**src/rtl/div_issue_ctrl.sv**
```systemverilog
// div_issue_ctrl: issues one RV32M divide/remainder request to a start/done divider and
// returns its result on a valid/ready response port.
//
// Ports
//   clk_i, rst_i                     clock, asynchronous active-high reset
//   flush_i                          kill the in-flight or pending operation
//   req_valid_i/req_ready_o          request handshake (op, a, b, tag)
//   div_start_o, div_op_type_o,      one-cycle start pulse plus registered op and operands
//   div_operand_a_o/_b_o
//   div_result_i, div_done_i,        divider completion; result and exception sampled with done
//   div_exception_valid_i/_cause_i
//   resp_valid_o/resp_ready_i        response handshake (result, tag, exc, cause, timeout)
//
// Configuration macro: DIV_ZERO_BYPASS_EN. When defined, a divide-by-zero request is answered
// directly (all-ones quotient or the dividend as remainder, with an illegal-instruction
// exception) without starting the divider. When undefined, it goes to the divider as usual.

`ifndef DEFAULT_DIV_LATENCY
`define DEFAULT_DIV_LATENCY 4
`endif

module div_issue_ctrl #(
  parameter int unsigned DATA_WIDTH     = 32,
  parameter int unsigned LATENCY        = `DEFAULT_DIV_LATENCY,
  parameter int unsigned TAG_WIDTH      = 5,
  parameter int unsigned TIMEOUT_CYCLES = 64
) (
  input  logic                  clk_i,
  input  logic                  rst_i,
  input  logic                  flush_i,
  input  logic                  req_valid_i,
  output logic                  req_ready_o,
  input  logic [2:0]            req_op_i,
  input  logic [DATA_WIDTH-1:0] req_a_i,
  input  logic [DATA_WIDTH-1:0] req_b_i,
  input  logic [TAG_WIDTH-1:0]  req_tag_i,
  output logic                  div_start_o,
  output logic [2:0]            div_op_type_o,
  output logic [DATA_WIDTH-1:0] div_operand_a_o,
  output logic [DATA_WIDTH-1:0] div_operand_b_o,
  input  logic [DATA_WIDTH-1:0] div_result_i,
  input  logic                  div_done_i,
  input  logic                  div_exception_valid_i,
  input  logic [31:0]           div_exception_cause_i,
  output logic                  resp_valid_o,
  input  logic                  resp_ready_i,
  output logic [DATA_WIDTH-1:0] resp_result_o,
  output logic [TAG_WIDTH-1:0]  resp_tag_o,
  output logic                  resp_exc_o,
  output logic [31:0]           resp_cause_o,
  output logic                  resp_timeout_o
);

  localparam logic [31:0] CAUSE_ILLEGAL_INSTRUCTION = 32'd2;

`ifdef DIV_ZERO_BYPASS_EN
  localparam bit BypassEn = 1'b1;
`else
  localparam bit BypassEn = 1'b0;
`endif

  localparam logic [2:0] StIdle  = 3'd0;
  localparam logic [2:0] StIssue = 3'd1;
  localparam logic [2:0] StWait  = 3'd2;
  localparam logic [2:0] StResp  = 3'd3;
  localparam logic [2:0] StDrain = 3'd4;

  // Counter is wide enough for the watchdog limit and the nominal divider latency.
  localparam int unsigned CntMax = (TIMEOUT_CYCLES > LATENCY) ? TIMEOUT_CYCLES : LATENCY;
  localparam int unsigned CntW   = (CntMax < 1) ? 1 : $clog2(CntMax + 1);
  localparam logic [CntW-1:0] TimeoutVal = CntW'(TIMEOUT_CYCLES);

  logic [2:0]            state_q, state_d;
  logic [CntW-1:0]       cnt_q, cnt_d;
  logic [2:0]            op_q, op_d;
  logic [DATA_WIDTH-1:0] a_q, a_d;
  logic [DATA_WIDTH-1:0] b_q, b_d;
  logic [TAG_WIDTH-1:0]  tag_q, tag_d;
  logic [DATA_WIDTH-1:0] resp_result_q, resp_result_d;
  logic                  resp_exc_q, resp_exc_d;
  logic [31:0]           resp_cause_q, resp_cause_d;
  logic                  resp_timeout_q, resp_timeout_d;

  logic accept;
  logic wdog_hit;
  logic [CntW-1:0] cnt_inc;

  // Ready is masked during reset so every output reads 0 while rst_i is high.
  assign req_ready_o = (state_q == StIdle) && !flush_i && !rst_i;
  assign accept      = req_valid_i && req_ready_o;
  assign wdog_hit    = (TIMEOUT_CYCLES != 0) && (cnt_q == TimeoutVal);
  // Saturating increment: the counter parks at the limit instead of wrapping.
  assign cnt_inc     = (cnt_q == TimeoutVal) ? cnt_q : cnt_q + 1'b1;

  always_comb begin
    state_d        = state_q;
    cnt_d          = cnt_q;
    op_d           = op_q;
    a_d            = a_q;
    b_d            = b_q;
    tag_d          = tag_q;
    resp_result_d  = resp_result_q;
    resp_exc_d     = resp_exc_q;
    resp_cause_d   = resp_cause_q;
    resp_timeout_d = resp_timeout_q;

    if (accept) begin
      op_d  = req_op_i;
      a_d   = req_a_i;
      b_d   = req_b_i;
      tag_d = req_tag_i;
    end

    case (state_q)
      StIdle: begin
        if (accept) begin
          if (BypassEn && (req_b_i == '0)) begin
            // REM/REMU (op[1]=1) return the dividend; DIV/DIVU return all ones.
            state_d        = StResp;
            resp_result_d  = req_op_i[1] ? req_a_i : '1;
            resp_exc_d     = 1'b1;
            resp_cause_d   = CAUSE_ILLEGAL_INSTRUCTION;
            resp_timeout_d = 1'b0;
          end else begin
            state_d = StIssue;
          end
        end
      end
      StIssue: begin
        cnt_d   = '0;
        // The start pulse is already out this cycle, so a flush must drain its done.
        state_d = flush_i ? StDrain : StWait;
      end
      StWait: begin
        cnt_d = cnt_inc;
        if (div_done_i) begin
          if (flush_i) begin
            // Done already arrived, nothing left to drain.
            state_d = StIdle;
          end else begin
            state_d        = StResp;
            resp_result_d  = div_result_i;
            resp_exc_d     = div_exception_valid_i;
            resp_cause_d   = div_exception_cause_i;
            resp_timeout_d = 1'b0;
          end
        end else if (flush_i) begin
          state_d = StDrain;
        end else if (wdog_hit) begin
          state_d        = StResp;
          resp_result_d  = '0;
          resp_exc_d     = 1'b1;
          resp_cause_d   = CAUSE_ILLEGAL_INSTRUCTION;
          resp_timeout_d = 1'b1;
        end
      end
      StResp: begin
        if (flush_i || resp_ready_i) begin
          state_d = StIdle;
        end
      end
      StDrain: begin
        cnt_d = cnt_inc;
        if (div_done_i || wdog_hit) begin
          state_d = StIdle;
        end
      end
      default: state_d = StIdle;
    endcase
  end

  always_ff @(posedge clk_i or posedge rst_i) begin
    if (rst_i) begin
      state_q        <= StIdle;
      cnt_q          <= '0;
      op_q           <= '0;
      a_q            <= '0;
      b_q            <= '0;
      tag_q          <= '0;
      resp_result_q  <= '0;
      resp_exc_q     <= 1'b0;
      resp_cause_q   <= '0;
      resp_timeout_q <= 1'b0;
    end else begin
      state_q        <= state_d;
      cnt_q          <= cnt_d;
      op_q           <= op_d;
      a_q            <= a_d;
      b_q            <= b_d;
      tag_q          <= tag_d;
      resp_result_q  <= resp_result_d;
      resp_exc_q     <= resp_exc_d;
      resp_cause_q   <= resp_cause_d;
      resp_timeout_q <= resp_timeout_d;
    end
  end

  assign div_start_o     = (state_q == StIssue);
  assign div_op_type_o   = op_q;
  assign div_operand_a_o = a_q;
  assign div_operand_b_o = b_q;

  assign resp_valid_o    = (state_q == StResp);
  assign resp_result_o   = resp_result_q;
  assign resp_tag_o      = tag_q;
  assign resp_exc_o      = resp_exc_q;
  assign resp_cause_o    = resp_cause_q;
  assign resp_timeout_o  = resp_timeout_q;

endmodule

```
**config.mk**
```make
export PLATFORM = sky130hd
export DESIGN_NAME = div_issue_ctrl
export DESIGN_NICKNAME = d
export VERILOG_FILES = /design/src/rtl/div_issue_ctrl.sv
export SDC_FILE = /design/constraint.sdc
export NUM_CORES = 1
export LEC_CHECK = 0
export BUFFER_PORTS_ARGS = -buffer_cell sky130_fd_sc_hd__buf_2
export CAP_MARGIN = 20
export CORE_MARGIN = 4
export CORE_UTILIZATION = 24
export CTS_CLUSTER_SIZE = 8
export DETAILED_ROUTE_END_ITERATION = 6
export GPL_ROUTABILITY_DRIVEN = 0
export SLEW_MARGIN = 20
export SYNTH_ARGS = -nofsm -noshare
export SYNTH_HDL_FRONTEND = slang
export SYNTH_SLANG_ARGS = --single-unit
export TNS_END_PERCENT = 30
```
**constraint.sdc**
```tcl
create_clock -name clk_i -period 10.24 [get_ports clk_i]
set_clock_uncertainty 0.1 [all_clocks]
set_input_delay 1.024 -clock clk_i [delete_from_list [all_inputs] [get_ports clk_i]]
set_output_delay 1.024 -clock clk_i [all_outputs]
set_load 0.01 [all_outputs]
```
==> results of run 1 <==
==> cell families (layout without fill, tap and decap cells) <==
| logic type | after synthesis | after routing | synth area share (%) |
|---|---|---|---|
| other | 0 | 1 | 0 |
| DFF | 148 | 148 | 64.1 |
| adders and majority gates | 2 | 2 | 0.433 |
| AOI/OAI and AO/OA | 94 | 94 | 13.4 |
| muxes | 72 | 72 | 14.0 |
| buffers and inverters | 35 | 326 | 3.64 |
| and+or+nand+nor | 42 | 42 | 4.03 |
| xor gates and xnor gates | 2 | 2 | 0.303 |
==> per-layer routing <==
metal	vias to the layer above	track usage, %	part of all wire [%]
li1	2010	-	-
met1	2128	13.9	40
met2	138	19.4	52
met3	27	3.76	5.2
met4	0	4.19	2.6
met5	-	0	0
==> cells in the mapped netlist, types with 2 or more instances <==
cell type,number
nand2_1,11
buf_6,8
a21oi_1,8
nand3_1,2
o22ai_1,3
mux2_2,72
inv_1,8
clkbuf_1,3
ha_1,2
a2bb2oi_2,2
buf_2,15
dfrtp_1,148
or3_1,3
a22o_1,64
nor3_1,3
a211oi_1,2
a31oi_1,2
xnor2_1,2
nand2b_1,2
o21ai_0,3
nor2_1,9
and3_1,2
==> sequential cells by signal, indices dropped and copies added (netlist names) <==
name and cells:
div_operand_a_o 32, div_operand_b_o 32, resp_cause_o 32, resp_result_o 32, cnt_q 7, resp_tag_o 5, div_op_type_o 3, state_q 3
resp_exc_o 1, resp_timeout_o 1
==> worst max-delay path, delay by kind of cell <==
kind / cells / cell delay (ns)
buffers and inverters: 3 / 0.74
AND/OR/NAND/NOR: 1 / 0.26
==> stage by stage <==
| step | cell area (um^2) | cells | util (%) | total power, uW | hold WS (ns) |
|---|---|---|---|---|---|
| floorplan | 5770 | 395 | - | 1240 | 0.410 |
| global placement | 7460 | 973 | 31.7 | 1530 | 0.379 |
| detailed placement | 7460 | 973 | 31.7 | 1540 | 0.379 |
| CTS | 8070 | 1004 | 34.3 | 2220 | 0.400 |
| global route | 8100 | 1006 | 34.4 | 2310 | 0.408 |
| finish | 8100 | 1006 | 34.4 | 2180 | 0.393 |
==> where the power goes <==
group	leakage [uW]	switching, uW	internal [uW]	total [uW]
clock	0.000296	267	391	658
combinational	0.00201	300	320	620
sequential	0.00183	115	791	906
==> worst max path at each step <==
stage | from | to | slack, ns | cells after the start
global route | rst_i | req_ready_o | 6.91 | 4
floorplan | rst_i | req_ready_o | 4.46 | 2
CTS | rst_i | req_ready_o | 7.00 | 4
global placement | rst_i | req_ready_o | 7.01 | 4
finish | rst_i | req_ready_o | 7.09 | 4
detailed placement | rst_i | req_ready_o | 7.01 | 4
==> cell type report <==
| cell class | count | area (um^2) |
|---|---|---|
| Multi-Input combinational cell | 212 | 1880 |
| Clock buffer | 17 | 425 |
| Fill cell | 2426 | 15400 |
| Clock inverter | 14 | 189 |
| Antenna cell | 1 | 2.50 |
| Tap cell | 319 | 399 |
| Sequential cell | 148 | 3700 |
| Inverter | 8 | 35.0 |
| Timing Repair Buffer | 287 | 1470 |
==> impl_results.md, run 1 <==
- Final-report hold violation count: 0
- Core box area: 23500 um^2
- Synth top area share: between 60 and 70%
- Outcome: finished clean
- Vias in the first global route: 4443
- Leading cell type in the layout, fill and taps excluded: buf_2
- WP data required: 9.12 ns
- Most frequent cell on the critical path: buf_2
- Yosys top cell by area: dfrtp_1
- Hold EP: resp_cause_o[28]$_DFFE_PP0P_
- Routed WL per cell: about 16 um
- Die area: 26600 um^2
- Final net count: between 800 and 900
- Area delta synth->final: 40.3%
- Reg2reg setup slack: 7.87 ns
- CP max stage delay: 0.48 ns
- Clk buf depth: 2
- Seq cells post-synth: 148
- Die Wd: approximately 160 um
- CTS tree: done
- Root buffer cell: clkbuf_16
- Post-DP HPWL: 11300 um
- Crit path time final: 3.15 ns
- Max Cap Violations: 0
- Via count: 4303
- Tcrit/Tclk final: between 30% and 40%
- Cts repair resizes: 0
- Hold Buf Count CTS: 0
- Final Worst Setup Slack: 7.09 ns
- Synth warn: 0
- Critical Setup Path Class: in2out
- Worst Reg2Reg Path Length in Cells: 5
- Main synth FF type: dfrtp_1
- Worst skew pair latency: between 0.4 and 0.5 ns
- Chip height: 163 um
- Min-Delay Path Depth: 1
- Setup TNS: 0 ns
- Synthesized area: 5770 um^2
- Final setup fails: 0
- # Post-CTS Setup Buffers: 0
- Largest net degree at the start of global routing: 80
- Post-Route WL: about 16000 um
- Reg2reg start: state_q[0]$_DFFE_PP0P_
- Seq/Total Area, Yosys: 64.1%
- Iteration-0 DRC Markers: 188
- Syn nets: 540
- Startpoint Class: primary input
- Post-synthesis cell type count: 43
- Vias/cell: around 4.3
- Port Buf Inserts: 283
- Hold Crit Class: reg2reg
- CTS H-tree lvls: 4
- First-pass GRT wire length: 24200 um
- Leading cell types in the layout, fill and taps excluded: buf_2, dfrtp_1, mux2_2
- Clk pin slew, worst setup/hold paths: 0.06 ns
- CP Cell Sequence: buf_2, inv_6, and3_1, buf_2
- Starting Density: 24.5%
- Cells after Synth: 395
- Synth top area cells: dfrtp_1, mux2_2, a22o_1
- 1st-pass router iterations: 4
- Final antenna-violating net count: 0
- Reg-to-Reg End: resp_result_o[19]$_DFFE_PP0P_
- Max-slew violation count: 0
- Fraction of registers with async set/reset: 100%
- Max VDD drop: ~0.00011 V
- CP arrival: around 2 ns
- Slew HR: 38.8%
- Crit path capture type: output port
- # DRC: 0
- Worst slew pin tran: 0.918 ns
- Std-Cell Rows: between 50 and 60
- P per Cell Area: roughly 270 nW/um^2
- I/O pin cnt: 284
- Fraction of final layout cells sized beyond drive strength 1: 58.2%
- Worst min-delay path startpoint: resp_cause_o[28]$_DFFE_PP0P_
- Slowest library cell on the worst path: inv_6
- Initial antenna violation count: 1
- Pre-CTS setup slack: 7.01 ns
- Overall Global Routing Usage: 11.5%
- Leak: 0.00413 uW
- Worst-path fanout max: 79
- RSZ-0062 raised after global routing: false
- FMAX: 0.318 GHz
- Congestion Overflow GR: 0
- CTS Sinks: between 100 and 150
- Avg Cell Area, Syn: 14.6 um^2
- Total CTS buffers: 17
- Post-synth EDFFs: 0
Note: power is estimated with default switching activity, not from simulation.
==> run 2, diff against run 1 <==
==> constraint.sdc (replaced) <==
create_clock -name clk_i -period 2.7 [get_ports clk_i]
set_clock_uncertainty 0.1 [all_clocks]
set_input_delay 0.27 -clock clk_i [delete_from_list [all_inputs] [get_ports clk_i]]
set_output_delay 0.27 -clock clk_i [all_outputs]
set_load 0.01 [all_outputs]
==> run 2 against run 1 <==
  * The flow now finishes with violations (negative hold slack)
  * Clock power grew to 3.7 times the previous value
  * Hold slack lost 0.43 ns
  * Sequential power rose to 3.8 times the previous value
  * Cell count up 14%
  * Via count rose by 16%
  * Clock-buffer cell count unchanged
  * Die area unchanged
  * Critical path depth is the same
  * Combinational power grew to 4.1 times the previous value
  * Critical path type is now reg2reg
==> impl_results.md, run 2 (synthesis results as in run 1) <==
- First-pass GRT wire length: 28600 um (+18%)
- Routed WL per cell: 15.7 um (-0.17%)
- Via count: 4970 (+16%)
- Area delta synth->final: 65.2%
- CTS tree: done
- Vias in the first global route: 5418 (+22%)
- # fillers: 2232 (-8.0%)
- Final Hold Slack: -0.0390 ns (-0.432 ns)
- Congestion Overflow GR: 0 (unchanged)
- # placed instances: 979 (+0.62%)
- Hold Crit Class: in2async
- Final antenna-violating net count: 0 (unchanged)
- Failing checks: negative hold slack
- Vias/cell: 4.32 (+0.95%)
- Total CTS buffers: 17 (unchanged)
- Worst-path fanout max: 32 (-59%)
- Final-report hold violation count: 30 (+30)
- # Post-CTS Setup Buffers: 0 (unchanged)
- Port Buf Inserts: 283 (unchanged)
- Die Wd: 163 um (unchanged)
- Worst skew pair latency: 0.41 ns (about the same)
- P per Cell Area: 889 nW/um^2 (+230%)
- Final setup fails: 0 (unchanged)
- Startpoint Class: register
- Std-Cell Rows: 56 (unchanged)
- Core box area: 23500 um^2 (unchanged)
- Post-DP HPWL: 11400 um (+1.2%)
- Final Worst Setup Slack: 0.537 ns (-6.55 ns)
- Leak: 0.00474 uW (+15%)
- Overall Global Routing Usage: 13.4% (+1.9 points)
- Cts repair resizes: 0 (unchanged)
- Iteration-0 DRC Markers: 201 (+6.9%)
- Crit path time final: roughly 2.2 ns
- CTS H-tree lvls: 4 (unchanged)
- Reg area: 3700 um^2 (unchanged)
- Clk buf depth: 2 (unchanged)
- Root buffer cell: clkbuf_16
- Largest net degree at the start of global routing: 149 (+86%)
- Crit path capture type: register
- Post-layout util: 40.5% (+6.1 points)
- Die area: 26600 um^2 (unchanged)
- Pre-CTS setup slack: 0.511 ns (-6.50 ns)
- Chip height: 163 um (unchanged)
- Final instance count without filler cells: 1151 (+14%)
- Setup TNS: 0 ns (unchanged)
- Post-Route WL: 18100 um (+14%)
- Leading cell type in the layout, fill and taps excluded: buf_2
- Starting Density: 24.5% (unchanged)
- Max Cap Violations: 0 (unchanged)
- Max-slew violation count: 0 (unchanged)
- FMAX: 0.462 GHz
- Fraction of final layout cells sized beyond drive strength 1: 48.8% (-9.4 points)
- CTS Sinks: 148 (unchanged)
- Final net count: 962 (+17%)
- Leading cell types in the layout, fill and taps excluded: buf_2, dfrtp_1, dlygate4sd3_1
- Hold Buf Count CTS: 138 (+138)
- I/O pin cnt: 284 (unchanged)
- Multi-input gate area: 1880 um^2 (unchanged)
- CP arrival: 2.36 ns (+0.34 ns)
- # DRC: 0 (unchanged)
- 1st-pass router iterations: 4 (unchanged)
- Slew HR: 42.2% (+3.3 points)
- Clk pin slew, worst setup/hold paths: 0.07 ns (about the same)
- Max VDD drop: 0.000373 V (+240%)
- Critical Setup Path Class: reg2reg
- RSZ-0062 raised after global routing: false
- Worst slew pin tran: 0.867 ns (-0.0501 ns)
- WP data required: 2.89 ns (-6.23 ns)
- Outcome: finished, violations left
- Initial antenna violation count: 2 (+1)
- Tcrit/Tclk final: 80.1%
==> run 2: cell types whose count changed in the layout (fill, tap and decap cells not counted), sizes merged <==
cell and delta:
diode +1, clkinv +2, bufinv -1, dlygate4sd3 +138, buf +5
==> run 2: final timing paths <==
check | start | end | slack (ns) | cells after the start
setup / recovery | state_q[0]$_DFFE_PP0P_ | div_operand_a_o[8]$_DFFE_PP0P_ | 0.54 | 4
hold / removal | rst_i | cnt_q[3]$_DFFE_PP0P_ | -0.04 | 3
setup reg to reg | state_q[0]$_DFFE_PP0P_ | div_operand_a_o[8]$_DFFE_PP0P_ | 0.54 | 4
hold reg to reg | resp_cause_o[24]$_DFFE_PP0P_ | resp_cause_o[24]$_DFFE_PP0P_ | 0.39 | 1
max in group asynchronous | rst_i | resp_result_o[6]$_DFFE_PP0P_ | 1.83 | 3
min in group clk_i | div_done_i | state_q[2]$_DFFE_PP0P_ | 0.06 | 2
==> run 2: layout make-up <==
class / instances / share of cell area [%]
flip-flops and latches: 148 / 38.8
well taps: 319 / 4.18
clock buffers: 17 / 4.46
clock inverters: 15 / 1.97
repair buffers: 430 / 30.4
multi-input cells: 212 / 19.7
inverters: 8 / 0.354
diodes: 2 / 0.0525
==> run 2: metal layers <==
| metal | part of all wire (%) | global-route usage (%) | vias up |
|---|---|---|---|
| met2 | 52 | 23.2 | 193 |
| met1 | 40 | 16.1 | 2450 |
| met5 | 0 | 0 | - |
| met4 | 2.2 | 4.84 | 0 |
| met3 | 5.5 | 3.66 | 28 |
| li1 | - | - | 2299 |
==> run 2: report_power, final <==
group | total, uW | internal, uW | switching (uW)
Combinational | 2560 | 1350 | 1210
Clock | 2460 | 1410 | 1050
Sequential | 3450 | 3000 | 448
Total | 8480 | 5770 | 2710
==> run 2: critical path: stages, from the launching register on <==
cell	delay (ns)
dfrtp_1	0.51
nor2_1	0.43
nand3_4	0.38
buf_12	0.31
mux2_2	0.30
==> run 2: metrics by stage <==
step           power, uW  cell area, um^2
2_1_floorplan       4700             5780
3_3_place_gp        5830             7540
3_5_place_dp        5870             7540
4_1_cts             8590             9530
5_1_grt             9000             9540
6_report            8480             9540
